<file path="src/rtl/jellyvl_cdc_event_arbiter_pkg.sv">
// jellyvl_cdc_event_arbiter_pkg
//   Shared types and helpers for the CDC event arbiter.
//   - state_t     : arbiter FSM states (IDLE, SEND, WAIT, RECOVER)
//   - clog2_min1  : ceil(log2(value)), never less than 1 bit
package jellyvl_cdc_event_arbiter_pkg;

  typedef enum logic [1:0] {
    ST_IDLE    = 2'd0,
    ST_SEND    = 2'd1,
    ST_WAIT    = 2'd2,
    ST_RECOVER = 2'd3
  } state_t;

  function automatic int clog2_min1(input int value);
    return (value > 1) ? $clog2(value) : 1;
  endfunction

endpackage

</file>
<file path="src/rtl/jellyvl_cdc_event_arbiter_if.sv">
// jellyvl_cdc_event_arbiter_if
//   Bundle between the requesters / far-side toggle link and the arbiter.
//   Parameters: N requesters, DATA_BITS payload per requester.
//   Signals:
//     s_req[N], s_data[N*DATA_BITS]  requester levels and payloads
//     s_ack[N]                       one-cycle completion pulses
//     m_toggle, m_id, m_data         outgoing toggle event and its payload
//     m_ack_toggle                   far-side acknowledge toggle (already in clk)
//     busy, err, err_clear           status and sticky-error clear
//   Modports: slave  = arbiter side, master = requesters / far side.
interface jellyvl_cdc_event_arbiter_if
#(
  parameter int N         = 4,
  parameter int DATA_BITS = 8
);
  import jellyvl_cdc_event_arbiter_pkg::*;

  localparam int ID_BITS = clog2_min1(N);

  logic [N-1:0]           s_req;
  logic [N*DATA_BITS-1:0] s_data;
  logic [N-1:0]           s_ack;
  logic                   m_toggle;
  logic [ID_BITS-1:0]     m_id;
  logic [DATA_BITS-1:0]   m_data;
  logic                   m_ack_toggle;
  logic                   busy;
  logic                   err;
  logic                   err_clear;

  modport slave (
    input  s_req, s_data, m_ack_toggle, err_clear,
    output s_ack, m_toggle, m_id, m_data, busy, err
  );

  modport master (
    output s_req, s_data, m_ack_toggle, err_clear,
    input  s_ack, m_toggle, m_id, m_data, busy, err
  );

endinterface

</file>
<file path="src/rtl/jellyvl_rr_arbiter.sv">
// jellyvl_rr_arbiter
//   Combinational round-robin selector. Searches req starting at
//   last_grant+1 (mod N) and returns the first set index.
//   Ports: req[N], last_grant[ID_BITS] in; grant_id[ID_BITS], grant_valid out.
module jellyvl_rr_arbiter
#(
  parameter int N       = 4,
  parameter int ID_BITS = 2
)
(
  input  logic [N-1:0]       req,
  input  logic [ID_BITS-1:0] last_grant,
  output logic [ID_BITS-1:0] grant_id,
  output logic               grant_valid
);

  logic [ID_BITS-1:0] idx;

  // Walk offsets from farthest to nearest so the nearest requester after
  // last_grant is the one left in grant_id.
  always_comb begin
    grant_id    = '0;
    grant_valid = 1'b0;
    idx         = '0;
    for (int k = N; k >= 1; k--) begin
      idx = ID_BITS'((int'(last_grant) + k) % N);
      if (req[idx]) begin
        grant_id    = idx;
        grant_valid = 1'b1;
      end
    end
  end

endmodule

</file>
<file path="src/rtl/jellyvl_cdc_event_arbiter.sv">
// jellyvl_cdc_event_arbiter
//   Arbitrates N level requesters onto a single toggle-based CDC event link.
//   A granted payload is latched one cycle before m_toggle flips, and the
//   transfer completes when the synchronized m_ack_toggle matches m_toggle.
//   Ports:
//     reset  asynchronous active-high reset
//     clk    single clock
//     bus    jellyvl_cdc_event_arbiter_if.slave (requests, toggle link, status)
//   Optional feature: define JELLYVL_CDC_EVENT_ARBITER_TIMEOUT_EN to add a
//   WAIT timeout (TIMEOUT cycles) that sets sticky err and enters RECOVER.
module jellyvl_cdc_event_arbiter
  import jellyvl_cdc_event_arbiter_pkg::*;
#(
  parameter int N         = 4,
  parameter int DATA_BITS = 8,
  parameter int TIMEOUT   = 1024
)
(
  input  logic                          reset,
  input  logic                          clk,
  jellyvl_cdc_event_arbiter_if.slave    bus
);

  localparam int ID_BITS = clog2_min1(N);

  state_t               state_reg;
  logic                 m_toggle_reg;
  logic [ID_BITS-1:0]   m_id_reg;
  logic [DATA_BITS-1:0] m_data_reg;
  logic [N-1:0]         s_ack_reg;
  logic [ID_BITS-1:0]   last_grant_reg;

  logic [N-1:0]         req_masked;
  logic [ID_BITS-1:0]   grant_id;
  logic                 grant_valid;
  logic [DATA_BITS-1:0] grant_data;
  logic                 ack_match;
  logic                 timeout_hit;

  // The requester just acked still holds s_req during its s_ack cycle;
  // masking it stops a spurious second grant of the same event.
  assign req_masked = bus.s_req & ~s_ack_reg;
  assign ack_match  = (bus.m_ack_toggle == m_toggle_reg);
  assign grant_data = bus.s_data[grant_id*DATA_BITS +: DATA_BITS];

  jellyvl_rr_arbiter #(
    .N       (N),
    .ID_BITS (ID_BITS)
  ) u_rr_arbiter (
    .req         (req_masked),
    .last_grant  (last_grant_reg),
    .grant_id    (grant_id),
    .grant_valid (grant_valid)
  );

`ifdef JELLYVL_CDC_EVENT_ARBITER_TIMEOUT_EN
  localparam int TIMER_BITS = clog2_min1(TIMEOUT);

  logic [TIMER_BITS-1:0] timer_reg;
  logic                  err_reg;

  assign timeout_hit = (state_reg == ST_WAIT) && !ack_match &&
                       (timer_reg == TIMER_BITS'(TIMEOUT - 1));

  always_ff @(posedge clk or posedge reset) begin
    if (reset) begin
      timer_reg <= '0;
      err_reg   <= 1'b0;
    end else begin
      timer_reg <= (state_reg == ST_WAIT) ? timer_reg + TIMER_BITS'(1) : '0;
      // A clear in the same cycle as a new timeout wins.
      if (bus.err_clear) begin
        err_reg <= 1'b0;
      end else if (timeout_hit) begin
        err_reg <= 1'b1;
      end
    end
  end

  assign bus.err = err_reg;
`else
  logic unused_ok;
  assign unused_ok   = bus.err_clear | (TIMEOUT == 0);
  assign timeout_hit = 1'b0;
  assign bus.err     = 1'b0;
`endif

  always_ff @(posedge clk or posedge reset) begin
    if (reset) begin
      state_reg      <= ST_IDLE;
      m_toggle_reg   <= 1'b0;
      m_id_reg       <= '0;
      m_data_reg     <= '0;
      s_ack_reg      <= '0;
      last_grant_reg <= ID_BITS'(N - 1);
    end else begin
      s_ack_reg <= '0;
      case (state_reg)
        ST_IDLE: begin
          if (grant_valid) begin
            m_id_reg   <= grant_id;
            m_data_reg <= grant_data;
            state_reg  <= ST_SEND;
          end
        end
        ST_SEND: begin
          m_toggle_reg <= ~m_toggle_reg;
          state_reg    <= ST_WAIT;
        end
        ST_WAIT: begin
          if (ack_match) begin
            s_ack_reg[m_id_reg] <= 1'b1;
            last_grant_reg      <= m_id_reg;
            state_reg           <= ST_IDLE;
          end else if (timeout_hit) begin
            state_reg <= ST_RECOVER;
          end
        end
        ST_RECOVER: begin
          // Let the late acknowledge drain so the toggle link is back in step.
          if (ack_match) begin
            state_reg <= ST_IDLE;
          end
        end
        default: state_reg <= ST_IDLE;
      endcase
    end
  end

  assign bus.s_ack    = s_ack_reg;
  assign bus.m_toggle = m_toggle_reg;
  assign bus.m_id     = m_id_reg;
  assign bus.m_data   = m_data_reg;
  assign bus.busy     = (state_reg != ST_IDLE);

endmodule

</file>
<file path="src/flat_wrapper.sv">
// flat-port wrapper written by rule: the top's interface ports become plain ports
module jellyvl_cdc_event_arbiter_flat import jellyvl_cdc_event_arbiter_pkg::*;
#(
  parameter int N         = 4,
  parameter int DATA_BITS = 8,
  parameter int TIMEOUT   = 1024
)
  (reset, clk, bus_s_req, bus_s_data, bus_m_ack_toggle, bus_err_clear, bus_s_ack, bus_m_toggle, bus_m_id, bus_m_data, bus_busy, bus_err);
  jellyvl_cdc_event_arbiter_if #(.N(N), .DATA_BITS(DATA_BITS)) bus_i ();
  input  logic reset;
  input  logic clk;
  input wire logic [$bits(bus_i.s_req)-1:0] bus_s_req;
  input wire logic [$bits(bus_i.s_data)-1:0] bus_s_data;
  input wire logic [$bits(bus_i.m_ack_toggle)-1:0] bus_m_ack_toggle;
  input wire logic [$bits(bus_i.err_clear)-1:0] bus_err_clear;
  output wire logic [$bits(bus_i.s_ack)-1:0] bus_s_ack;
  output wire logic [$bits(bus_i.m_toggle)-1:0] bus_m_toggle;
  output wire logic [$bits(bus_i.m_id)-1:0] bus_m_id;
  output wire logic [$bits(bus_i.m_data)-1:0] bus_m_data;
  output wire logic [$bits(bus_i.busy)-1:0] bus_busy;
  output wire logic [$bits(bus_i.err)-1:0] bus_err;
  assign bus_i.s_req = bus_s_req;
  assign bus_i.s_data = bus_s_data;
  assign bus_i.m_ack_toggle = bus_m_ack_toggle;
  assign bus_i.err_clear = bus_err_clear;
  assign bus_s_ack = bus_i.s_ack;
  assign bus_m_toggle = bus_i.m_toggle;
  assign bus_m_id = bus_i.m_id;
  assign bus_m_data = bus_i.m_data;
  assign bus_busy = bus_i.busy;
  assign bus_err = bus_i.err;
  jellyvl_cdc_event_arbiter #(.N(N), .DATA_BITS(DATA_BITS), .TIMEOUT(TIMEOUT)) u_core (.reset(reset), .clk(clk), .bus(bus_i));
endmodule
</file>
<file path="config.mk">
export PLATFORM = sky130hd
export DESIGN_NAME = jellyvl_cdc_event_arbiter_flat
export DESIGN_NICKNAME = d
export VERILOG_FILES = /design/src/rtl/jellyvl_cdc_event_arbiter_pkg.sv /design/src/rtl/jellyvl_cdc_event_arbiter_if.sv /design/src/rtl/jellyvl_rr_arbiter.sv /design/src/rtl/jellyvl_cdc_event_arbiter.sv /design/src/flat_wrapper.sv
export SDC_FILE = /design/constraint.sdc
export NUM_CORES = 1
export LEC_CHECK = 0
export ABC_AREA = 1
export CORE_MARGIN = 10
export CORE_UTILIZATION = 39
export CTS_CLUSTER_SIZE = 8
export DETAILED_ROUTE_END_ITERATION = 8
export GPL_TIMING_DRIVEN = 0
export MAX_ROUTING_LAYER = met4
export PLACE_DENSITY = 0.73
export REMOVE_ABC_BUFFERS = 1
export SLEW_MARGIN = 20
export SYNTH_ARGS = -nofsm -noshare
export SYNTH_HDL_FRONTEND = slang
export SYNTH_SLANG_ARGS = --single-unit
</file>
<file path="constraint.sdc">
create_clock -name clk -period 1.6 [get_ports clk]
set_input_delay 0.24 -clock clk [delete_from_list [all_inputs] [get_ports clk]]
set_output_delay 0.24 -clock clk [all_outputs]
set_load 0.02 [all_outputs]
</file>
# == Word level (Yosys, flattened, before mapping) ==
# Cells that the tools add are included.
# totals
latchBits,0
in_bits,40
ram_bits,0
output_inout_bits,17
reg_bits,19
elab_cells,56
rom_bits,0
mem_count,0
# classes
div_mod_pow,0
n_reduce_logical,7
n_mul,0
add_sub_neg,4
n_shift,1
n_eq_ne,6
n_lt_le_gt_ge,6
n_mux,23
bitwise_logic,3
# ops
cell,count
indexed part select 32 x 6 -> 8 bit,1
< comparator 2 x 3 -> 1 bit (second input constant),5
two-way mux 2 bit,6
two-way mux 1 bit,9
binary-select mux 1 bit (select 2 bit),4
two-way mux 4 bit,2
one-hot mux 2 bit (3 select lines),1
AND reduction 2 bit,3
adder 2 x 1 -> 2 bit (second input constant),2
adder 2 bit (second input constant),2
AND 4 bit,1
equality test 2 bit (second input constant),2
!= test 2 x 1 -> 1 bit (second input constant),2
NOT 4 bit,1
demux 1 bit (select 2 bit),1
equality test 2 x 1 -> 1 bit (second input constant),1
>= comparator 2 x 1 -> 1 bit (second input constant),1
zero test 2 bit,1
nonzero test 2 bit,1
OR reduction 2 bit,1
equality test 1 bit,1
logical AND 1 bit,1
NOT 1 bit,1

# == Longest topological paths before layout ==
# depth
word_depth,10
depth_mapped,17

# == Modules after synthesis ==
# Synthesis repeated with hierarchy kept, for this count alone.
# hier_totals
hier_cells,209
area_unflattened_um2,1341.3
# modules_own_cells
module,seq_area_each_um2,cells_per_inst,area_per_inst_um2,instances
jellyvl_cdc_event_arbiter,478.0,160,1114.8,1
jellyvl_rr_arbiter,0.0,49,226.5,1

# == Worst setup path after synthesis ==
# No wires, ideal clock.
# synth_path
path_type,reg2reg
startpoint,register u_core.last_grant_reg[0]
endpoint,"register u_core.m_data_reg[0], in the netlist u_core.bus.m_data[0]"
n_path_buf,2
period_less_slack_ps,1761
slack_ps,-161
setup_time_ps,116
t_arrival_ps,1645
path_stages_with_launch,16
path_cell_list,dfstp_2 buf_6 inv_8 nand3_1 nand2_1 nand2_1 nand2_1 inv_2 nand3_4 nand2_4 buf_12 nand2_2 nand3_1 nand2_1 nand2_1 nand2_1
# synth_between
elab_chain_len,8
elab_cells_between_ends,22
# synth_rtl
item,line_no,text
start: declaration,jellyvl_cdc_event_arbiter.sv:31,logic [ID_BITS-1:0] last_grant_reg;
start signal: assignment,jellyvl_cdc_event_arbiter.sv:95,last_grant_reg <= ID_BITS'(N - 1);
start signal: assignment,jellyvl_cdc_event_arbiter.sv:113,last_grant_reg <= m_id_reg;
adder 2 x 1 -> 2 bit,jellyvl_rr_arbiter.sv:26,idx = ID_BITS'((int'(last_grant) + k) % N);
binary-select mux 1 bit (select 2 bit),jellyvl_rr_arbiter.sv:27,if (req[idx]) begin
two-way mux 1 bit (not written as such),jellyvl_rr_arbiter.sv:27,
two-way mux 2 bit / two-way mux 1 bit (equally long branches) (4 in series),jellyvl_rr_arbiter.sv:27,
indexed part select 32 x 6 -> 8 bit / AND reduction 2 bit (equally long branches),n/a,
end signal: assignment,jellyvl_cdc_event_arbiter.sv:102,m_data_reg <= grant_data;
end: declaration,jellyvl_cdc_event_arbiter.sv:29,logic [DATA_BITS-1:0] m_data_reg;
# Several ways; a longest one is shown, not always the timed one. The select of a mux whose other input is x is not followed.
# A chain may end at the register's enable or synchronous reset.

# == Worst setup path after layout ==
# Same ends and word-level chain as after synthesis.

==> results.toml <==
[status]
status = "finished, violations left"
failed_checks = "negative setup slack"

[finish]
area_growth_pct = 85.9
utilization_pct = 75.7
multiInputGateArea_um2 = 1000
nets = 319
fillCellCount = 228
regArea_um2 = 478
largest_reg_flops = 8
drive_gt1_share_pct = 36.7
antenna_cells = 0

[global_routing]
grt_pass1_wl_um = 7230
grt_use_total_pct = 14.3
antenna_found_initial = 0
grt_start_max_net_pins = 20
grt_pass1_vias = 1535
grt_overflow_total = 0

[floorplan]
core-area_um2 = 3390
die_w_um = 79.5
start_util_pct = 40.7
io_pins = 57
dieArea_um2 = 6320
num_rows = 21
die_h_um = 79.5

[timing]
hold-worst-slack_ns = 0.352
setup_violations = 11
fin_setup_tns_ns = -3.69
slew_violations = 0
relSlewSlack_pct = 53.3
grt_setup_unrepaired = "yes"
skew_ns = 0.00352
period_share_pct = 128
worstMarginPinSlew_ns = 0.700
fmax_mhz = 488
fin_crit_ns = 2.05
hold_viol = 0
setup_ws_ns = -0.449

[pwr]
pwr-share-seq_pct = 13.3
p_int_mw = 3.39
power_mw = 6.91
p_clk_share_pct = 3.3
power_density_nw_per_um2 = 2700
pwr-share-comb_pct = 83.4
switchingPower_mw = 3.53
p_leak_nw = 1.25
peakVddDrop_v = 0.00120
switching_share_pct = 51.0

[critical_path]
crit_family = "simple AND/OR/NAND/NOR gates"
crit_fanout = 6
crit_path_cell_trace = "buf_6 -> xnor2_2 -> nand2_2 -> nand2_2 -> nand2_4 -> nand2_4 -> nand2_8 -> buf_12 -> nand2_8 -> nand2_2 -> nand3_2 -> nand2_2 -> nand2_1 -> nand2_1"
crit_type = "reg -> reg"
timing.critical_path.mode_cell = "nand2_2"
cp-start-kind = "register"
crit_start = "u_core.last_grant_reg[0]$_DFFE_PP1P_"
endpoint_kind = "register"
crit_arrival_ns = 2.23
critPathSlowestCell = "dfstp_2"
critical_path_buf_inv_count = 2
timing.rr.start = "u_core.last_grant_reg[0]$_DFFE_PP1P_"
cp_data_required_time_ns = 1.78
critPathMaxStageDelay_ns = 0.58

[clocking]
cts_hold_buf = 0
insertion_delay_ns = 0.29
htree_num_levels = 1
numCtsBuffers = 3
cts_sinks = 19
cts_buffer_depth = 2
tritoncts = "built"
cts_root_buffer = "clkbuf_4"
clkTransAtPathRegs_ns = 0.10

[synth]
ys_ff_latch = 19
syn_area_um2 = 1380
synth_compound_area_share_pct = 4.08
ys_warn_count = 0
synthesis.instances = 194
yosys-mux-area-fraction_pct = 0
synth-xor-area-share_pct = 2.45
synth_top_family_by_area = "simple AND/OR/NAND/NOR gates"
yosysSeqAreaShare_pct = 34.6
synth_cell_type_count = 29
synthSimpleGateAreaFrac_pct = 42.9
syn_avg_cell_area_um2 = 7.11
synth_fa_ha_area_share_pct = 0

[placed_design]
place_congestion = 0.819
portBuffers = 54
dpl.hpwl_um = 2710

[routing]
via_count = 1590
ant_nets = 0
wl_per_cell_um = 15.8
route.detailed.drc = 0
first_pass_iters = 4
drt-total-wl_um = 5120
avgViaCountPerCell = 4.91
detail_route.iter0.violations = 88

[min_path]
hp-class = "in -> async"

[job]
cap_violations = 0
-- cells in the mapped netlist, drive strengths merged --
library cell	n	area, um2
a21oi	1	5.00
nand3	35	203
nor2	10	37.5
o21ai	3	15.0
dfrtp	17	425
nand2	63	303
o211ai	4	30.0
nor3	1	5.00
inv	41	161
dfstp	2	52.6
nand4	2	12.5
buf	5	55.1
xnor2	2	17.5
conb	1	3.75
a31oi	1	6.26
xor2	1	16.3
or2	5	31.3
-- worst paths after layout --
path | endpoint | slack [ns] | cells past startpoint
min | u_core.bus.m_id[1]$_DFFE_PP0P_ | 0.35 | 2
min reg2reg | u_core.bus.m_data[4]$_DFFE_PP0P_ | 0.49 | 2
max in group asynchronous | u_core.bus.s_ack[0]$_DFF_PP0_ | 0.81 | 2
min in group clk | u_core.bus.m_data[4]$_DFFE_PP0P_ | 0.49 | 2
max | u_core.bus.m_data[0]$_DFFE_PP0P_ | -0.45 | 14
max reg2reg | u_core.bus.m_data[0]$_DFFE_PP0P_ | -0.45 | 14
-- layer usage --
metal	track usage (%)	share of wire, %
met1	17.1	39
met2	23.5	50
met3	2.25	8.4
met4	5.20	2.9
met5	-	0
-- power by group through the flow --
stage | Clock (mW) | Combinational, mW | Sequential, mW
global placement | 0 | 2.98 | 0.923
finish | 0.231 | 5.76 | 0.919
CTS | 0.240 | 4.73 | 0.906
floorplan | 0 | 1.99 | 1.09
global route | 0.253 | 6.14 | 0.951
detailed placement | 0 | 3.04 | 0.932
-- cell families after synthesis --
group                     after synthesis
and+or+nand+nor                       116
buffers and inverters                  46
DFF                                    19
AOI/OAI and AO/OA                       9
xor gates and xnor gates                3
other                                   1
-- metrics by stage --
stage	instances	worst slack, ns	instance area, um2
6_report	324	-0.449	2560
5_1_grt	324	-0.522	2560
3_5_place_dp	289	-0.679	1920
2_1_floorplan	189	-0.248	1330
4_1_cts	319	-0.306	2360
3_3_place_gp	289	-0.636	1920
-- worst register-to-register path: stages, from the launching register on --
cell	delay [ns]
dfstp_2	0.58
buf_6	0.16
xnor2_2	0.16
nand2_2	0.12
nand2_2	0.11
nand2_4	0.07
nand2_4	0.09
nand2_8	0.08
buf_12	0.14
nand2_8	0.09
nand2_2	0.06
nand3_2	0.07
nand2_2	0.08
nand2_1	0.06
nand2_1	0.06
-- what timing repair did --
item / CTS / global route
resized for setup: 37 / 36
cloned: 4 / 0
pin swaps: 14 / 32
endpoints found under the setup margin: 13 / 12
endpoints found under the hold margin: 0 / 0
setup buffers: 22 / 5
-- cell usage in the layout, fill, tap and decap left out, types with 4 or more instances in the layout --
master,instances
nand2_4,9
o211ai_1,4
buf_12,5
or2_1,4
inv_1,36
nand2_8,6
buf_4,17
nor2_1,4
nand3_1,15
nand3_2,18
nand2_1,32
clkdlybuf4s50_1,51
dfrtp_1,17
nand2_2,19
buf_6,4
-- layout make-up --
type,count,share of cell area (%)
Clock buffer,4,1.02
Multi-Input combinational cell,133,39.0
Inverter,41,6.78
Sequential cell,19,18.6
Timing Repair Buffer,81,32.3
Tap cell,46,2.24
(Power assumes the default switching activity.)
